**src/rtl/mlp_feature_loader.sv**
```systemverilog
// Collects NFEAT sensor samples into a packed feature vector, waits SETTLE cycles for a
// combinational classifier, then holds the registered class index until it is accepted.
module mlp_feature_loader #(
  parameter int unsigned NFEAT  = 6,
  parameter int unsigned FBITS  = 4,
  parameter int unsigned CBITS  = 2,
  parameter int unsigned SETTLE = 4
) (
  input  logic                   clk,
  input  logic                   rst_n,
  input  logic                   s_valid,
  output logic                   s_ready,
  input  logic [FBITS-1:0]       s_data,
  input  logic                   s_last,
  output logic [NFEAT*FBITS-1:0] mlp_inp,
  input  logic [CBITS-1:0]       mlp_out,
  output logic                   m_valid,
  input  logic                   m_ready,
  output logic [CBITS-1:0]       m_class,
  output logic [7:0]             err_cnt
);

  localparam int unsigned     IdxW       = (NFEAT > 1) ? $clog2(NFEAT) : 1;
  localparam logic [IdxW-1:0] LastIdx    = IdxW'(NFEAT - 1);
  localparam logic [7:0]      SettleInit = 8'(SETTLE - 1);

  typedef enum logic [1:0] {StCollect, StSettle, StHold} state_e;

  state_e                 state_q, state_d;
  logic [IdxW-1:0]        idx_q, idx_d;
  logic [NFEAT*FBITS-1:0] inp_q, inp_d;
  logic [CBITS-1:0]       class_q, class_d;
  logic [7:0]             err_q, err_d;
  logic [7:0]             cnt_q, cnt_d;
  logic                   at_last;

  always_comb begin
    state_d = state_q;
    idx_d   = idx_q;
    inp_d   = inp_q;
    class_d = class_q;
    err_d   = err_q;
    cnt_d   = cnt_q;
    at_last = (idx_q == LastIdx);
    unique case (state_q)
      StCollect: begin
        if (s_valid) begin
          for (int unsigned k = 0; k < NFEAT; k++) begin
            if (idx_q == IdxW'(k)) inp_d[k*FBITS +: FBITS] = s_data;
          end
          if (s_last && at_last) begin
            state_d = StSettle;
            cnt_d   = SettleInit;
            idx_d   = '0;
          end else if (s_last || at_last) begin
            // Misframed: keep the written sample but drop the frame.
            idx_d = '0;
            if (err_q != 8'hff) err_d = err_q + 8'd1;
          end else begin
            idx_d = idx_q + 1'b1;
          end
        end
      end
      StSettle: begin
        if (cnt_q != 8'd0) begin
          cnt_d = cnt_q - 8'd1;
        end else begin
          class_d = mlp_out;
          state_d = StHold;
        end
      end
      StHold: begin
        if (m_ready) begin
          state_d = StCollect;
          idx_d   = '0;
        end
      end
      default: state_d = StCollect;
    endcase
  end

  always_ff @(posedge clk) begin
    if (!rst_n) begin
      state_q <= StCollect;
      idx_q   <= '0;
      inp_q   <= '0;
      class_q <= '0;
      err_q   <= '0;
      cnt_q   <= '0;
    end else begin
      state_q <= state_d;
      idx_q   <= idx_d;
      inp_q   <= inp_d;
      class_q <= class_d;
      err_q   <= err_d;
      cnt_q   <= cnt_d;
    end
  end

  assign s_ready = rst_n && (state_q == StCollect);
  assign m_valid = (state_q == StHold);
  assign mlp_inp = inp_q;
  assign m_class = class_q;
  assign err_cnt = err_q;

endmodule

```
**config.mk**
```make
export PLATFORM = sky130hd
export DESIGN_NAME = mlp_feature_loader
export DESIGN_NICKNAME = d
export VERILOG_FILES = /design/src/rtl/mlp_feature_loader.sv
export SDC_FILE = /design/constraint.sdc
export NUM_CORES = 1
export LEC_CHECK = 0
export BUFFER_PORTS_ARGS = -buffer_cell sky130_fd_sc_hd__buf_2
export CORE_ASPECT_RATIO = 1.5
export CORE_MARGIN = 1
export CORE_UTILIZATION = 60
export CTS_BUF_LIST = sky130_fd_sc_hd__clkbuf_4
export DETAILED_ROUTE_END_ITERATION = 12
export GPL_ROUTABILITY_DRIVEN = 0
export PLACE_DENSITY = 0.95
export SLEW_MARGIN = 20
export SYNTH_ARGS = -nofsm -noshare
export SYNTH_HDL_FRONTEND = slang
export SYNTH_SLANG_ARGS = --single-unit
```
**constraint.sdc**
```tcl
create_clock -name clk -period 3.6 [get_ports clk]
set_clock_uncertainty 0.15 [all_clocks]
set_input_delay 0.18 -clock clk [delete_from_list [all_inputs] [get_ports clk]]
set_output_delay 0.18 -clock clk [all_outputs]
set_load 0.02 [all_outputs]
```
* Word-level counts from Yosys, hierarchy flattened
Cells that the tools add are included.
Word-level totals: logic and storage cells 62, input bits 11, flip-flop bits (word level) 47, output and inout port bits 36
Cells by class: eq/ne operators 13, reduce and logical (&&, ||, !) cells 19, bitwise gates (word level) 2, muxes and demuxes 14, $add $sub $neg 3
Operators with widths (count):
- 8-bit 2-to-1 mux | 3
- 3-bit AND reduction | 7
- 8-bit one-hot mux with 2 select lines | 1
- 3-bit 2-to-1 mux | 4
- 8-bit by 1-bit adder with 8-bit output (second input constant) | 1
- 2-bit 2-to-1 mux | 4
- 2-bit != test (second input constant) | 4
- 8-bit != test (second input constant) | 1
- 4-bit AND reduction | 2
- 8-bit nonzero test | 1
- 8-bit by 1-bit subtractor with 8-bit output (second input constant) | 1
- 3-bit by 2-bit == test with 1-bit output (second input constant) | 2
- 3-bit == test (second input constant) | 2
- 2-bit one-hot mux with 3 select lines | 1
- 3-bit one-hot mux with 2 select lines | 1
- 5-bit AND reduction | 1
- 2-bit nonzero test | 2
- 3-bit by 1-bit adder with 3-bit output (second input constant) | 1
- 3-bit by 1-bit == test with 1-bit output (second input constant) | 1
- 3-bit logical NOT | 1
- 2-bit by 1-bit == test with 1-bit output (second input constant) | 1
- 2-bit == test (second input constant) | 1
- 1-bit logical AND | 2
- 2-bit logical NOT | 1
- other kinds (4) | 5

* Longest topological paths before layout
depth after elaboration 6, gate-level depth with buffers 7

* Worst setup path before layout
No wires, ideal clock.
path kind reg2reg, start register cnt_q[0], end register class_q[0] (netlist: m_class[0]), stages on the path, launching flop included 7, path buffers 0, setup slack 1.690 ns, arrival time 1.632 ns, library setup time 0.128 ns, data required time 3.322 ns, cells stage by stage dfxtp_1 -> inv_1 -> ha_1 -> or4b_4 -> or3b_4 -> mux2i_1 -> nor2_1
On the way: cells in the longest elaborated chain, start to end 3
RTL lines:
- from (decl) | RTL line 34 | logic [7:0] cnt_q, cnt_d;
- from (signal assigned) | RTL line 96 | cnt_q <= cnt_d;
- 8-bit nonzero test | RTL line 65 | if (cnt_q != 8'd0) begin
- 1-bit inverter (no source line)
- 2-bit AND reduction (no source line)
- to (signal assigned) | RTL line 94 | class_q <= class_d;
- to (decl) | RTL line 32 | logic [CBITS-1:0] class_q, class_d;
Every way passes these cells. A chain may end at the register's enable or synchronous reset.

* Worst setup path after layout
start register idx_q[1], end register err_q[0] (netlist: err_cnt[0])
On the way: cells in the longest elaborated chain, start to end 4, elaborated cells on any way between the ends 5, those cells by class eq/ne (1); bitwise (1); reduce/logical (3)
RTL lines:
- from (decl) | RTL line 30 | logic [IdxW-1:0] idx_q, idx_d;
- from (signal assigned) | RTL line 92 | idx_q <= idx_d;
- 3-bit == test (*) | RTL line 44 | at_last = (idx_q == LastIdx);
- 1-bit logical AND | RTL line 51 | if (s_last && at_last) begin
- 1-bit inverter (no source line)
- 5-bit AND reduction (no source line) (*)
- to (signal assigned) | RTL line 95 | err_q <= err_d;
- to (decl) | RTL line 33 | logic [7:0] err_q, err_d;
Every way passes the cells marked *; elsewhere a longest branch is shown, timed or not.

==> key figures <==
Run status
  – Outcome: finished, final reports clean

Synthesis
  – Largest area contributor in the netlist: dfxtp_1
  – Synth warn: 0
  – Synth cell types: 45
  – Post-synth top flop: dfxtp_1
  – Top cells by count, synth: dfxtp_1, nor2_1, nand2_1
  – Share of the synthesized area in the top cell type: roughly 44%
  – Flip-flop and latch count after synthesis: 47
  – Most area-consuming cells after synthesis: dfxtp_1, mux2i_1, a21oi_1, nor2_1, ha_1
  – Avg Cell Area, Syn: 8.94 µm²
  – Cells after synthesis: approximately 240
  – EDFF count, synth: 0
  – Synth Cell Area: 2130 µm²
  – Ys async rst share: 0%
  – Sequential area share after synthesis: between 40% and 50%
  – Mapped Nets: approximately 260
  – Most common cell in the netlist: dfxtp_1

Routing
  – DRC Markers: 0
  – Vias: about 1900
  – WL final: around 4700 µm
  – 1st-iter DRT viols: 54
  – WL per Instance: 14.3 µm
  – Via-to-Cell Ratio: around 5.7
  – Drt pass-1 iters: 6
  – Antenna Nets Post-Route: 0

Critical path
  – Worst path cell trace: inv_1, ha_1, a21boi_0, o21a_1, a21boi_1, mux2i_1
  – Critical Path Max Stage Delay: roughly 380 ps
  – Setup CP Type: flip-flop to flip-flop
  – WP data arrival: 2200 ps
  – CP top delay family: compound AO/OA/AOI/OAI gates
  – CP Buf/Inv Count: 1
  – WP depth: 6
  – Req. time, crit path: roughly 3700 ps
  – CP Launch Point: idx_q[1]
  – Crit start category: flip-flop
  – R2R Path End: err_cnt[0]
  – Slowest-stage cell, CP: dfxtp_1
  – Setup crit end: err_cnt[0]
  – Worst Setup End Kind: flip-flop
  – R2r setup slk: 1540 ps
  – Reg2Reg Depth: 6
  – Worst r2r src: idx_q[1]
  – Peak fanout along the critical path: 9

Global routing
  – GRT Total Usage: a little over a quarter
  – Initial antenna violation count: 0
  – Largest net degree at the start of global routing: 24
  – Vias in the first global route: roughly 1800
  – First-pass GRT wire length: around 7400 µm
  – Overflow after GRT: 0

Clock tree
  – CTS H-Tree Depth: 2
  – Worst-Skew Late Latency: between 300 and 400 ps
  – CTS max path bufs: 2
  – Clock sinks: 47
  – Clk slew on worst S/H paths: between 100 and 150 ps
  – Total CTS buffers: 5
  – CTS tree: built
  – Root buffer selected by CTS: clkbuf_4

Placement
  – Placed cells: 315
  – HPWL after detailed placement: between 3000 and 4000 µm
  – Buffers on Ports: 46
  – Post-place setup slack: roughly 1400 ps

Power and ir drop
  – Clock network power share: between 20 and 30%
  – Switching part of the total: roughly 24%
  – Combinational Power Share: under 10%
  – Psw: between 200 and 250 µW
  – Max VDD drop: between 0.3 and 0.4 mV
  – LEAKAGE: 0.00109 µW
  – P_int: between 600 and 700 µW
  – Reg power frac: between 60 and 70%
  – PwrDens: 339 nW/µm²

STA
  – Tmin final: 2060 ps
  – Relative slew slack: between 50% and 60%
  – Worst-margin pin slew: about 710 ps
  – Final Max Slew Viols: 0
  – Worst-case hold slack: 90.5 ps
  – Setup violators final: 0
  – Setup tns final: 0 ps
  – Fmax: a little under 500 MHz
  – Fin worst setup slack: between 1500 and 2000 ps
  – Final Hold Viols: 0
  – Unrepaired setup endpoints after global routing: false
  – Period utilization: between 50% and 60%

Floorplanning
  – Core region area: roughly 3400 µm²
  – Die Footprint: around 3800 µm²
  – Die Height: between 70 and 80 µm
  – Die Width: ~50 µm
  – Core Rows: 26
  – Effective utilization at floorplan: a little over three fifths
  – Io pins: 47

Layout
  – Layout cells sized above 1: a little over a fifth
  – Area occupied by multi-input gates: 1110 µm²
  – # diodes: 0
  – Area growth syn-to-layout: 18.2%
  – Final Util: between 70% and 80%
  – Final nets: about 300
  – FF+latch area: around 940 µm²
  – FILL cells: 263
  – Non-Filler Instances: 331

Run
  – Max cap viols: 0

Worst hold path
  – Hold Crit Class: input pin to flip-flop
[placed cells by master, fill, tap and decap left out, types with 3 or more instances in the layout]
cell and instances:
inv_1 8, or3_1 3, nor2_1 27, dlygate4sd3_1 8
mux2i_1 20, and3_1 3, nand2_1 25, nor3_1 3
ha_1 8, buf_2 46, nand2b_1 5, clkbuf_4 7
nand3_1 14, a21oi_1 23, dfxtp_1 47
[sequential cells by signal, indices dropped and copies added, names as in the netlist]
| signal | count |
|---|---|
| m_class | 2 |
| cnt_q | 8 |
| err_cnt | 8 |
| idx_q | 3 |
| state_q | 2 |
| mlp_inp | 24 |
[cells by family (layout without fill, tap and decap cells)]
kind of cell / count (synthesis) / in the layout / share of synthesized area (%)
AO/OA/AOI/OAI: 42 / 42 / 12.2
XOR/XNOR: 2 / 2 / 0.824
adder cells (fa/ha/maj): 8 / 8 / 4.71
buffers and inverters: 20 / 71 / 3.76
flip-flops: 47 / 47 / 44.2
multiplexers: 21 / 21 / 9.94
AND/OR/NAND/NOR: 98 / 98 / 24.3
[worst reg2reg max path, stage by stage, from the launching register on]
cell and delay [ps]:
dfxtp_1 380, inv_1 90, ha_1 290, a21boi_0 270, o21a_1 270, a21boi_1 330, mux2i_1 220
[power by group through the flow]
stage	clock network (µW)	registers [µW]	logic (µW)
after floorplan	0	550	34.1
after global placement	0	542	62.9
after detailed placement	0	542	65.7
after CTS	253	531	72.4
after global routing	276	532	80.6
final	246	531	73.7
[final cells by class]
| class | count | share of cell area, % |
|---|---|---|
| Timing Repair Buffer | 55 | 12.6 |
| Multi-Input combinational cell | 171 | 44.4 |
| Tap cell | 42 | 2.09 |
| Inverter | 8 | 1.19 |
| Clock buffer | 7 | 2.09 |
| Clock inverter | 1 | 0.199 |
| Sequential cell | 47 | 37.4 |
[how the worst min path moves through the flow]
stage	start	to	slack, ps	cells past startpoint
CTS	s_last	cnt_q[0]	90	3
floorplan	mlp_out[0]	m_class[0]	170	2
detailed placement	mlp_out[1]	m_class[1]	280	3
global placement	mlp_out[0]	m_class[0]	270	3
global route	s_last	cnt_q[0]	120	3
finish	s_last	cnt_q[0]	90	3
[layer usage]
metal / GRT usage [%] / up-vias / routed length (µm)
met5: 0 / - / 0
met4: 14.2 / 0 / 93
met2: 50.8 / 48 / 2670
met1: 25.5 / 909 / 1800
met3: 5.86 / 8 / 167
li1: - / 927 / -
[what timing repair did]
action,CTS,global route
buffers inserted,0,0
gates resized for setup,0,0
endpoints found under the hold margin,19,0
hold buffers,8,0
[stage by stage]
step / area [µm²] / power (µW)
6_report: 2510 / 851
5_1_grt: 2510 / 889
3_5_place_dp: 2370 / 608
4_1_cts: 2500 / 856
3_3_place_gp: 2370 / 605
2_1_floorplan: 2130 / 584
Power figures use the tool's default switching activity.
